$ cat src/rtl/fb_pixel_fetcher_if.sv
// DDR address/read-data FIFO and video stream bundle for the frame-buffer pixel fetcher.
// master = fetcher side, slave = FIFO/video side.
interface fb_pixel_fetcher_if;
   logic         af_full;
   logic [2:0]   af_cmd_din;
   logic [30:0]  af_addr_din;
   logic         af_wr_en;
   logic         rdf_valid;
   logic [127:0] rdf_dout;
   logic         rdf_rd_en;
   logic         video_valid;
   logic         video_ready;
   logic [23:0]  video_pixel;

   modport master (
      input  af_full, rdf_valid, rdf_dout, video_ready,
      output af_cmd_din, af_addr_din, af_wr_en, rdf_rd_en, video_valid, video_pixel
   );

   modport slave (
      output af_full, rdf_valid, rdf_dout, video_ready,
      input  af_cmd_din, af_addr_din, af_wr_en, rdf_rd_en, video_valid, video_pixel
   );
endinterface

$ cat src/rtl/fb_pixel_fetcher.sv
// Streams a raster frame from the DDR frame buffer into a valid/ready pixel stream.
// Optional FB_FETCH_UNDERFLOW_CNT_EN adds a saturating starvation counter on underflow_count.
//
// state  | meaning
// IDLE   | no frame active
// FETCH  | issuing read commands and streaming pixels
// FINISH | all commands issued, draining remaining pixels
// FLUSH  | restart pending, dropping in-flight beats of the abandoned frame
module fb_pixel_fetcher #(
   parameter int H_ACTIVE  = 800,
   parameter int V_ACTIVE  = 600,
   parameter int BUF_WORDS = 16
) (
   input  logic                 clk,
   input  logic                 rst,
   input  logic [30:0]          frame_base,
   input  logic                 frame_start,
   fb_pixel_fetcher_if.master   bus,
   output logic                 frame_done,
   output logic                 busy,
   output logic [15:0]          underflow_count
);

   localparam int AW = $clog2(BUF_WORDS);
   localparam logic [1:0] S_IDLE   = 2'd0;
   localparam logic [1:0] S_FETCH  = 2'd1;
   localparam logic [1:0] S_FINISH = 2'd2;
   localparam logic [1:0] S_FLUSH  = 2'd3;

   logic [1:0]    state;
   logic [30:0]   base_q;
   logic [9:0]    cmd_x, cmd_y, pix_x, pix_y;
   logic [AW:0]   outstanding, buf_cnt;
   logic [AW-1:0] wr_ptr, rd_ptr;
   logic [1:0]    pix_idx;
   logic [95:0]   buf_mem [BUF_WORDS];
   logic [95:0]   head_word;
   logic [23:0]   pix_sel;
   logic [AW+2:0] free_words, need_words;
   logic          active, cmd_ok, last_cmd, buf_wr, hs, word_done, last_pix;
   logic          unused_alpha;

   assign active     = (state == S_FETCH) || (state == S_FINISH);
   assign free_words = (AW+3)'(BUF_WORDS) - (AW+3)'(buf_cnt);
   assign need_words = ((AW+3)'(outstanding) + (AW+3)'(1)) << 1;
   assign cmd_ok     = (state == S_FETCH) && !bus.af_full && (free_words >= need_words);
   assign last_cmd   = (cmd_x == 10'(H_ACTIVE-8)) && (cmd_y == 10'(V_ACTIVE-1));

   assign bus.af_wr_en    = cmd_ok;
   assign bus.af_cmd_din  = 3'b001;
   assign bus.af_addr_din = base_q | {12'd0, cmd_y, cmd_x[9:3], 2'b00};

   // Space for every requested beat is reserved at issue time, so rdf is never back-pressured.
   assign bus.rdf_rd_en = bus.rdf_valid && (outstanding != '0);
   assign buf_wr        = bus.rdf_rd_en && active && !frame_start;

   assign bus.video_valid = active && (buf_cnt != '0);
   assign hs        = bus.video_valid && bus.video_ready;
   assign word_done = hs && (pix_idx == 2'd3);
   assign last_pix  = (pix_x == 10'(H_ACTIVE-1)) && (pix_y == 10'(V_ACTIVE-1));
   assign busy      = (state != S_IDLE);

   assign head_word = buf_mem[rd_ptr];
   always_comb begin
      pix_sel = 24'd0;
      case (pix_idx)
         2'd0:    pix_sel = head_word[95:72];
         2'd1:    pix_sel = head_word[71:48];
         2'd2:    pix_sel = head_word[47:24];
         default: pix_sel = head_word[23:0];
      endcase
   end
   assign bus.video_pixel = bus.video_valid ? pix_sel : 24'd0;

   // Only the 24-bit RGB part of each 32-bit lane is kept in the buffer.
   assign unused_alpha = ^{bus.rdf_dout[127:120], bus.rdf_dout[95:88],
                           bus.rdf_dout[63:56], bus.rdf_dout[31:24]};

   always_ff @(posedge clk) begin
      if (buf_wr)
         buf_mem[wr_ptr] <= {bus.rdf_dout[119:96], bus.rdf_dout[87:64],
                             bus.rdf_dout[55:32], bus.rdf_dout[23:0]};
   end

   always_ff @(posedge clk or posedge rst) begin
      if (rst) begin
         state       <= S_IDLE;
         base_q      <= '0;
         cmd_x       <= '0;
         cmd_y       <= '0;
         pix_x       <= '0;
         pix_y       <= '0;
         pix_idx     <= '0;
         outstanding <= '0;
         buf_cnt     <= '0;
         wr_ptr      <= '0;
         rd_ptr      <= '0;
         frame_done  <= 1'b0;
      end else begin
         frame_done <= hs && last_pix;

         case ({cmd_ok, bus.rdf_rd_en})
            2'b10:   outstanding <= outstanding + (AW+1)'(2);
            2'b01:   outstanding <= outstanding - (AW+1)'(1);
            2'b11:   outstanding <= outstanding + (AW+1)'(1);
            default: ;
         endcase

         if (frame_start) begin
            base_q  <= frame_base;
            cmd_x   <= '0;
            cmd_y   <= '0;
            pix_x   <= '0;
            pix_y   <= '0;
            pix_idx <= '0;
            buf_cnt <= '0;
            wr_ptr  <= '0;
            rd_ptr  <= '0;
            state   <= (state == S_IDLE) ? S_FETCH : S_FLUSH;
         end else begin
            case (state)
               S_FETCH:  if (cmd_ok && last_cmd) state <= S_FINISH;
               S_FINISH: if (hs && last_pix) state <= S_IDLE;
               S_FLUSH:  if (outstanding == '0) state <= S_FETCH;
               default:  ;
            endcase

            if (cmd_ok) begin
               if (cmd_x == 10'(H_ACTIVE-8)) begin
                  cmd_x <= '0;
                  cmd_y <= cmd_y + 10'd1;
               end else begin
                  cmd_x <= cmd_x + 10'd8;
               end
            end

            if (buf_wr)
               wr_ptr <= wr_ptr + AW'(1);
            if (word_done)
               rd_ptr <= rd_ptr + AW'(1);
            case ({buf_wr, word_done})
               2'b10:   buf_cnt <= buf_cnt + (AW+1)'(1);
               2'b01:   buf_cnt <= buf_cnt - (AW+1)'(1);
               default: ;
            endcase

            if (hs) begin
               pix_idx <= pix_idx + 2'd1;
               if (pix_x == 10'(H_ACTIVE-1)) begin
                  pix_x <= '0;
                  pix_y <= pix_y + 10'd1;
               end else begin
                  pix_x <= pix_x + 10'd1;
               end
            end
         end
      end
   end

`ifdef FB_FETCH_UNDERFLOW_CNT_EN
   logic        first_seen;
   logic [15:0] uf_cnt;

   // Starvation only counts once the consumer has started receiving this frame.
   always_ff @(posedge clk or posedge rst) begin
      if (rst) begin
         first_seen <= 1'b0;
         uf_cnt     <= '0;
      end else if (frame_start) begin
         first_seen <= 1'b0;
         uf_cnt     <= '0;
      end else begin
         if (hs)
            first_seen <= 1'b1;
         if (bus.video_ready && !bus.video_valid && active && first_seen && (uf_cnt != 16'hFFFF))
            uf_cnt <= uf_cnt + 16'd1;
      end
   end
   assign underflow_count = uf_cnt;
`else
   assign underflow_count = 16'h0000;
`endif

endmodule
$ cat src/flat_wrapper.sv
// flat-port wrapper written by rule: the top's interface ports become plain ports
module fb_pixel_fetcher_flat 
#(
   parameter int H_ACTIVE  = 800,
   parameter int V_ACTIVE  = 600,
   parameter int BUF_WORDS = 16
)
  (clk, rst, frame_base, frame_start, frame_done, busy, underflow_count, bus_af_full, bus_rdf_valid, bus_rdf_dout, bus_video_ready, bus_af_cmd_din, bus_af_addr_din, bus_af_wr_en, bus_rdf_rd_en, bus_video_valid, bus_video_pixel);
  fb_pixel_fetcher_if bus_i ();
  input  logic clk;
  input  logic rst;
  input  logic [30:0] frame_base;
  input  logic frame_start;
  output logic frame_done;
  output logic busy;
  output logic [15:0] underflow_count;
  input wire logic [$bits(bus_i.af_full)-1:0] bus_af_full;
  input wire logic [$bits(bus_i.rdf_valid)-1:0] bus_rdf_valid;
  input wire logic [$bits(bus_i.rdf_dout)-1:0] bus_rdf_dout;
  input wire logic [$bits(bus_i.video_ready)-1:0] bus_video_ready;
  output wire logic [$bits(bus_i.af_cmd_din)-1:0] bus_af_cmd_din;
  output wire logic [$bits(bus_i.af_addr_din)-1:0] bus_af_addr_din;
  output wire logic [$bits(bus_i.af_wr_en)-1:0] bus_af_wr_en;
  output wire logic [$bits(bus_i.rdf_rd_en)-1:0] bus_rdf_rd_en;
  output wire logic [$bits(bus_i.video_valid)-1:0] bus_video_valid;
  output wire logic [$bits(bus_i.video_pixel)-1:0] bus_video_pixel;
  assign bus_i.af_full = bus_af_full;
  assign bus_i.rdf_valid = bus_rdf_valid;
  assign bus_i.rdf_dout = bus_rdf_dout;
  assign bus_i.video_ready = bus_video_ready;
  assign bus_af_cmd_din = bus_i.af_cmd_din;
  assign bus_af_addr_din = bus_i.af_addr_din;
  assign bus_af_wr_en = bus_i.af_wr_en;
  assign bus_rdf_rd_en = bus_i.rdf_rd_en;
  assign bus_video_valid = bus_i.video_valid;
  assign bus_video_pixel = bus_i.video_pixel;
  fb_pixel_fetcher #(.H_ACTIVE(H_ACTIVE), .V_ACTIVE(V_ACTIVE), .BUF_WORDS(BUF_WORDS)) u_core (.clk(clk), .rst(rst), .frame_base(frame_base), .frame_start(frame_start), .bus(bus_i), .frame_done(frame_done), .busy(busy), .underflow_count(underflow_count));
endmodule
$ cat config.mk
export PLATFORM = sky130hd
export DESIGN_NAME = fb_pixel_fetcher_flat
export DESIGN_NICKNAME = d
export VERILOG_FILES = /design/src/rtl/fb_pixel_fetcher_if.sv /design/src/rtl/fb_pixel_fetcher.sv /design/src/flat_wrapper.sv
export SDC_FILE = /design/constraint.sdc
export NUM_CORES = 2
export LEC_CHECK = 0
export ABC_AREA = 1
export BUFFER_PORTS_ARGS = -buffer_cell sky130_fd_sc_hd__buf_2
export CAP_MARGIN = 10
export CELL_PAD_IN_SITES_DETAIL_PLACEMENT = 1
export CELL_PAD_IN_SITES_GLOBAL_PLACEMENT = 1
export CORE_MARGIN = 2
export CORE_UTILIZATION = 42
export CTS_CLUSTER_SIZE = 8
export DETAILED_ROUTE_END_ITERATION = 6
export GPL_TIMING_DRIVEN = 0
export HOLD_SLACK_MARGIN = 0.05
export PLACE_DENSITY = 0.75
export SETUP_SLACK_MARGIN = 0.15
export SKIP_LAST_GASP = 1
export SYNTH_ARGS = -nofsm -noshare
export SYNTH_HDL_FRONTEND = slang
export SYNTH_SLANG_ARGS = --single-unit
export TNS_END_PERCENT = 10
$ cat constraint.sdc
create_clock -name clk -period 11.1 [get_ports clk]
set_input_delay 1.665 -clock clk [delete_from_list [all_inputs] [get_ports clk]]
set_output_delay 1.665 -clock clk [all_outputs]
set_load 0.03 [all_outputs]
# --- Word level (Yosys, flattened, before mapping) ---
# Memories as Yosys holds them, arrays and structs flattened.
# Index checks and enable logic that the tools add are counted.
op_classes:
  add_sub_neg: 14
  mux: 31
  n_bitwise: 1
  n_div: 0
  multipliers: 0
  eq_ne: 18
  shift: 0
  order_cmp: 1
  reduce_logical: 33
ops:
  columns: ["operator", "count"]
  rows:
  - ["$mux W10", 12]
  - ["$pmux W24 S3", 1]
  - ["$eq A10 B10 Y1 const B", 4]
  - ["$or A31 B19 Y31", 1]
  - ["$add A10 B1 Y10 const B", 3]
  - ["$mux W24", 1]
  - ["$mux W4", 4]
  - ["$pmux W5 S3", 1]
  - ["$eq A2 B2 Y1 const B", 7]
  - ["$mux W2", 7]
  - ["$reduce_bool A2 Y1", 7]
  - ["$logic_and A1 B1 Y1", 12]
  - ["$add A10 B4 Y10 const B", 1]
  - ["$add A5 B1 Y5 const B", 2]
  - ["$pmux W5 S2", 1]
  - ["$reduce_bool A5 Y1", 2]
  - ["$sub A5 B1 Y5 const B", 2]
  - ["$add A4 B1 Y4 const B", 2]
  - ["$eq A2 B1 Y1 const B", 4]
  - ["$ge A7 B7 Y1", 1]
  - ["$add A5 B1 Y6 const B", 1]
  - ["$ne A3 B3 Y1 const B", 2]
  - ["$pmux W2 S3", 1]
  - ["$reduce_bool A3 Y1", 2]
  - ["other kinds (13)", 17]
totals:
  out_inout_bits: 79
  mem_bits_rw: 1536
  latch_bits: 0
  input_bits: 165
  reg_bits: 94
  mem_count: 1
  mem_bits_ro: 0
memory_table:
  columns: ["memory", "depth", "width", "rd", "rd_ports_with_merged_regs", "write_ports", "line", "rtl"]
  rows:
  - ["u_core.buf_mem", 16, 96, 1, 0, 1, "fb_pixel_fetcher.sv:36", "logic [95:0] buf_mem [BUF_WORDS];"]

# --- Logic depth before layout (Yosys ltp) ---
depth:
  depth_word: 8
  ltp_mapped: 23
  ltp_nobuf: 23

# --- Least setup slack after synthesis ---
# No wires, ideal clock.
synth_path:
  kind: "input port to flip-flop"
  start: "input frame_start"
  end: "memory u_core.buf_mem[10][0] (enable)"
  t_arrival_ns: 8.793
  cell_stages: 5
  setup_ns: 0.669
  slack_ns: 1.638
  path_cell_list: "clkbuf_1 inv_2 nand2_1 clkbuf_1 nor3_1"
synth_via:
  elab_chain_len: 4
synth_lines:
  columns: ["element", "line", "rtl"]
  rows:
  - ["start, declared", "flat_wrapper.sv:13", "input logic frame_start;"]
  - ["$logic_not A1 Y1", "fb_pixel_fetcher.sv:55", "assign buf_wr = bus.rdf_rd_en && active && !frame_start;"]
  - ["$logic_and A1 B1 Y1", "fb_pixel_fetcher.sv:55", null]
  - ["$mux W1", "fb_pixel_fetcher.sv:80", "if (buf_wr)"]
  - ["$mux W1 (implied by the code)", "fb_pixel_fetcher.sv:81", "buf_mem[wr_ptr] <= {bus.rdf_dout[119:96], bus.rdf_dout[87:64],"]
  - ["end, declared", "fb_pixel_fetcher.sv:36", null]
# No other way between the ends.

# --- Worst setup path in the final report ---
layout_path:
  start: "register u_core.rd_ptr[1]"
  end: "output bus_video_pixel[3]"
layout_via:
  elab_chain_len: 3
layout_lines:
  columns: ["element", "line", "rtl"]
  rows:
  - ["start, declared", "fb_pixel_fetcher.sv:34", "logic [AW-1:0] wr_ptr, rd_ptr;"]
  - ["start signal, assigned", "fb_pixel_fetcher.sv:140", "rd_ptr <= rd_ptr + AW'(1);"]
  - ["$mem_v2 Z16 W96", null, null]
  - ["$pmux W24 S3", "fb_pixel_fetcher.sv:66", "case (pix_idx)"]
  - ["$mux W24", "fb_pixel_fetcher.sv:73", "assign bus.video_pixel = bus.video_valid ? pix_sel : 24'd0;"]
  - ["end, declared", "flat_wrapper.sv:26", "output wire logic [$bits(bus_i.video_pixel)-1:0] bus_video_pixel;"]
# No other way between the ends.

==> parameters.txt <==
Parameter                              Value

Global route
  Maximum number of pins on one net before global-route repair ... 70
  Number of global-route vias before repair ... 56120
  Total GRT Usage ... 29.52%
  First-pass GRT wire length ... 366700 um
  GRT Residual Overflow ... 0
  Initial antenna violation count ... 30

Die
  Starting density of the core ... 42.11%
  Die Y ... 412.8 um
  Placement Rows ... 150
  CORE AREA ... 166700 um^2
  Die W ... 412.8 um
  Total die area ... 170400 um^2
  Io pins ... 244

Logic synthesis
  Seq cells post-synth ... 1627
  Syn. warnings ... 0
  Per-instance average area after synthesis ... 10.55 um^2
  Count of distinct cell types in the synthesized netlist ... 46
  Sequential-to-total area share from yosys stat ... 68.96%
  Synthesized cell area ... 70180 um^2
  Primary FF master, synth ... edfxtp_1
  Count of flip-flops with a built-in enable after synthesis ... 1536
  Synth async-reset ratio ... 5.593%
  Gate count after technology mapping ... 6651

Routing
  DRT Pass-1 Iters ... 6
  DRC Markers ... 0
  Average via count per standard cell ... 5.660
  Count of vias placed by the detailed router ... 53810
  Remaining antenna violation count ... 0
  Sum of routed wire length over all layers ... 254700 um
  Final routed wire length divided by cell count ... 26.79 um
  Starting DRT DRC Count ... 6328

Worst hold path
  Worst hold path depth ... 2
  Worst min-delay path endpoint ... u_core.base_q[0]$_DFFE_PP0P_
  HP Class ... reg2reg
  Startpoint of the lowest-slack hold path ... u_core.base_q[0]$_DFFE_PP0P_

Placement
  Half-perimeter wire length of the detailed placement result ... 174700 um
  Post-place setup slack ... 5.674 ns
  RD Place Congestion ... 0.8729
  Placed cell areas ... 76130 um^2
  Number of input and output port buffers inserted ... 191

Finish
  Core occupancy in the finished layout ... 49.30%
  Area used by multi-input combinational logic ... 17140 um^2
  Fraction of layout instances using a drive strength above 1 ... 12.18%
  Count of filler cells inserted in the layout ... 18180
  Design Area, Final ... 82170 um^2
  Area Growth Syn to Fin ... 17.07%
  Final nets ... 7452
  Area taken by flip-flops and latches ... 48400 um^2

Timing
  Achievable clock frequency ... 0.1517 GHz
  Relative max-transition margin ... 13.77%
  Minimum clock period after layout ... 6.591 ns
  Fin worst setup slack ... 4.509 ns
  Number of setup violations in the final report ... 0
  Final max-slew violation count ... 0
  Slew at the pin closest to its max-slew limit ... 1.293 ns
  Final Skew ... 0.05354 ns
  RSZ-0062 raised after global routing ... false
  Final critical-path share of the clock period ... 59.37%
  Number of hold violations in the final report ... 0

Critical path
  Cells on worst reg2reg path ... 13
  Crit path DAT ... 4.93 ns
  Crit Path Category ... reg2out
  Peak per-stage delay on the critical path ... 0.99 ns
  Critical register-to-register path startpoint ... u_core.outstanding[0]$_DFFE_PP0P_
  Maximum fanout count along the critical path ... 11
  Kind of capture point of the worst setup path ... primary output
  Worst setup slack for register-to-register paths ... 7.02 ns
  CP Data Required Time ... 9.44 ns
  Kind of start point of the critical path ... flop
  Slowest stage cell on the critical path ... clkbuf_1
  Worst path cell trace ... buf_4, clkbuf_1, buf_2, nand2_1, nand3_1, nand3_1, nand2_1, nand2_1, nand2_1, nor2_1, nor2_1, buf_2
  Critical path's most frequent cell ... nand2_1
  R2R Path End ... u_core.buf_mem[5][31]$_DFFE_PP_

Clock tree
  # clock sinks ... 1627
  Post-CTS clock slew at the launch and capture registers of the worst setup and hold paths ... 0.05 ns
  Number of levels the H-tree was split into ... 4
  Clk buf depth ... 3
  Num CTS Buffers ... 221
  Number of hold buffers added after CTS ... 0
  CTS tree ... built
  Setup fix buffers added after clock tree synthesis ... 0
  Clock root buffer ... clkbuf_16
  Gates resized, CTS repair ... 0
  Clk Latency, worst-skew pair ... 0.88 ns

Job
  Max-capacitance violation count ... 0

Outcome
  Outcome ... finished clean

Power and ir drop
  Pwr Density ... 177.3 nW/um^2
  Worst ir drop on vdd ... 0.2015 mV
  Lkg Pwr ... 33.77 nW
[worst max-delay path, delay by kind of cell, from the launching register on]
family                 cells  cell delay, ns
buffers and inverters      4            2.10
AND/OR/NAND/NOR            8            1.55
flip-flops                 1            0.35
[synth_stat cells, drive strengths merged, types with 2 or more instances]
master	count	area share, %
a21oi	34	0.24
buf	305	2.7
clkbuf	76	0.41
clkinv	2	0.011
conb	2	0.011
dfrtp	91	3.2
edfxtp	1536	66
fa	2	0.057
ha	35	0.62
inv	690	3.7
nand2	2462	13
nand3	1066	7.6
nand3b	2	0.021
nand4	22	0.20
nor2	154	0.84
nor3	24	0.17
o211ai	2	0.021
o21ai	103	0.74
o22ai	6	0.053
o31ai	2	0.021
or2	5	0.045
xnor2	5	0.062
xor2	15	0.19
[routing by layer]
| metal | global-route usage, % | vias up | share of wire [%] |
|---|---|---|---|
| li1 | - | 23110 | - |
| met1 | 37.58 | 26880 | 38 |
| met2 | 46.96 | 3064 | 46 |
| met3 | 6.440 | 733 | 10 |
| met4 | 16.29 | 22 | 5.9 |
| met5 | 0 | - | 0.052 |
[worst max-delay path by stage]
stage,start,end,slack (ns),depth (start not counted)
after floorplan,frame_start,u_core.buf_mem[10][0]$_DFFE_PP_,1.64,5
after global placement,frame_start,u_core.buf_mem[7][43]$_DFFE_PP_,-6.96,5
after detailed placement,u_core.rd_ptr[1]$_DFFE_PP0P_,bus_video_pixel[5],5.67,12
after CTS,u_core.rd_ptr[1]$_DFFE_PP0P_,bus_video_pixel[2],4.69,12
after global routing,u_core.rd_ptr[1]$_DFFE_PP0P_,bus_video_pixel[2],4.43,12
final,u_core.rd_ptr[1]$_DFFE_PP0P_,bus_video_pixel[3],4.51,12
[power breakdown]
part / internal (mW) / switching [mW] / total (mW)
combinational: 0.365 / 1.11 / 1.48
sequential: 6.88 / 0.0697 / 6.95
clock: 3.55 / 2.59 / 6.14
total: 10.8 / 3.77 / 14.6
[state kept, by name, indices dropped and copies added, names as in the netlist]
| register | flops |
|---|---|
| u_core.buf_mem | 1536 |
| u_core.base_q | 31 |
| u_core.cmd_y | 10 |
| u_core.pix_x | 10 |
| u_core.pix_y | 10 |
| u_core.cmd_x | 7 |
| u_core.buf_cnt | 5 |
| u_core.outstanding | 5 |
| u_core.rd_ptr | 4 |
| u_core.wr_ptr | 4 |
| u_core.pix_idx | 2 |
| u_core.state | 2 |
| u_core.frame_done | 1 |
[final cells by class]
cell class | count | area share [%]
inverters | 692 | 3.167
multi-input cells | 3968 | 20.86
clock buffers | 251 | 6.906
plain buffers | 381 | 2.677
flip-flops and latches | 1627 | 58.91
clock inverters | 14 | 0.4020
well taps | 2204 | 3.356
diodes | 11 | 0.03350
repair buffers | 359 | 3.693
[placed cells by master, fill, tap and decap left out, drive strengths merged, types with 12 or more instances in the layout]
master  synthesis  layout
nand2        2462    2462
edfxtp       1536    1536
nand3        1066    1066
inv           690     694
buf           305     664
clkbuf         76     327
nor2          154     154
o21ai         103     103
dfrtp          91      91
ha             35      35
a21oi          34      34
nor3           24      24
nand4          22      22
conb            2      19
xor2           15      15
clkinv          2      12
[kinds of logic (layout without fill, tap and decap cells)]
| family | Yosys count | after routing | synth area share, % |
|---|---|---|---|
| simple gates | 3737 | 3737 | 22.09 |
| flops | 1627 | 1627 | 68.96 |
| buf+inv | 1073 | 1697 | 6.837 |
| compound gates | 154 | 154 | 1.157 |
| fa+ha+maj | 37 | 37 | 0.6810 |
| xor+xnor | 20 | 20 | 0.2496 |
| other cells | 2 | 30 | 0.01070 |
| mux | 1 | 1 | 0.01426 |
[metrics by stage]
stage | hold slack [ns] | setup TNS (ns) | std cells | power (mW)
floorplan | 0.4345 | 0 | 6668 | 7.834
global placement | 0.4509 | -7637.74 | 9063 | 8.439
detailed placement | 0.4632 | 0 | 9231 | 8.506
CTS | 0.4758 | 0 | 9496 | 14.57
global route | 0.4994 | 0 | 9503 | 14.93
finish | 0.4740 | 0 | 9507 | 14.57
Note: power is estimated with default switching activity, not from simulation.
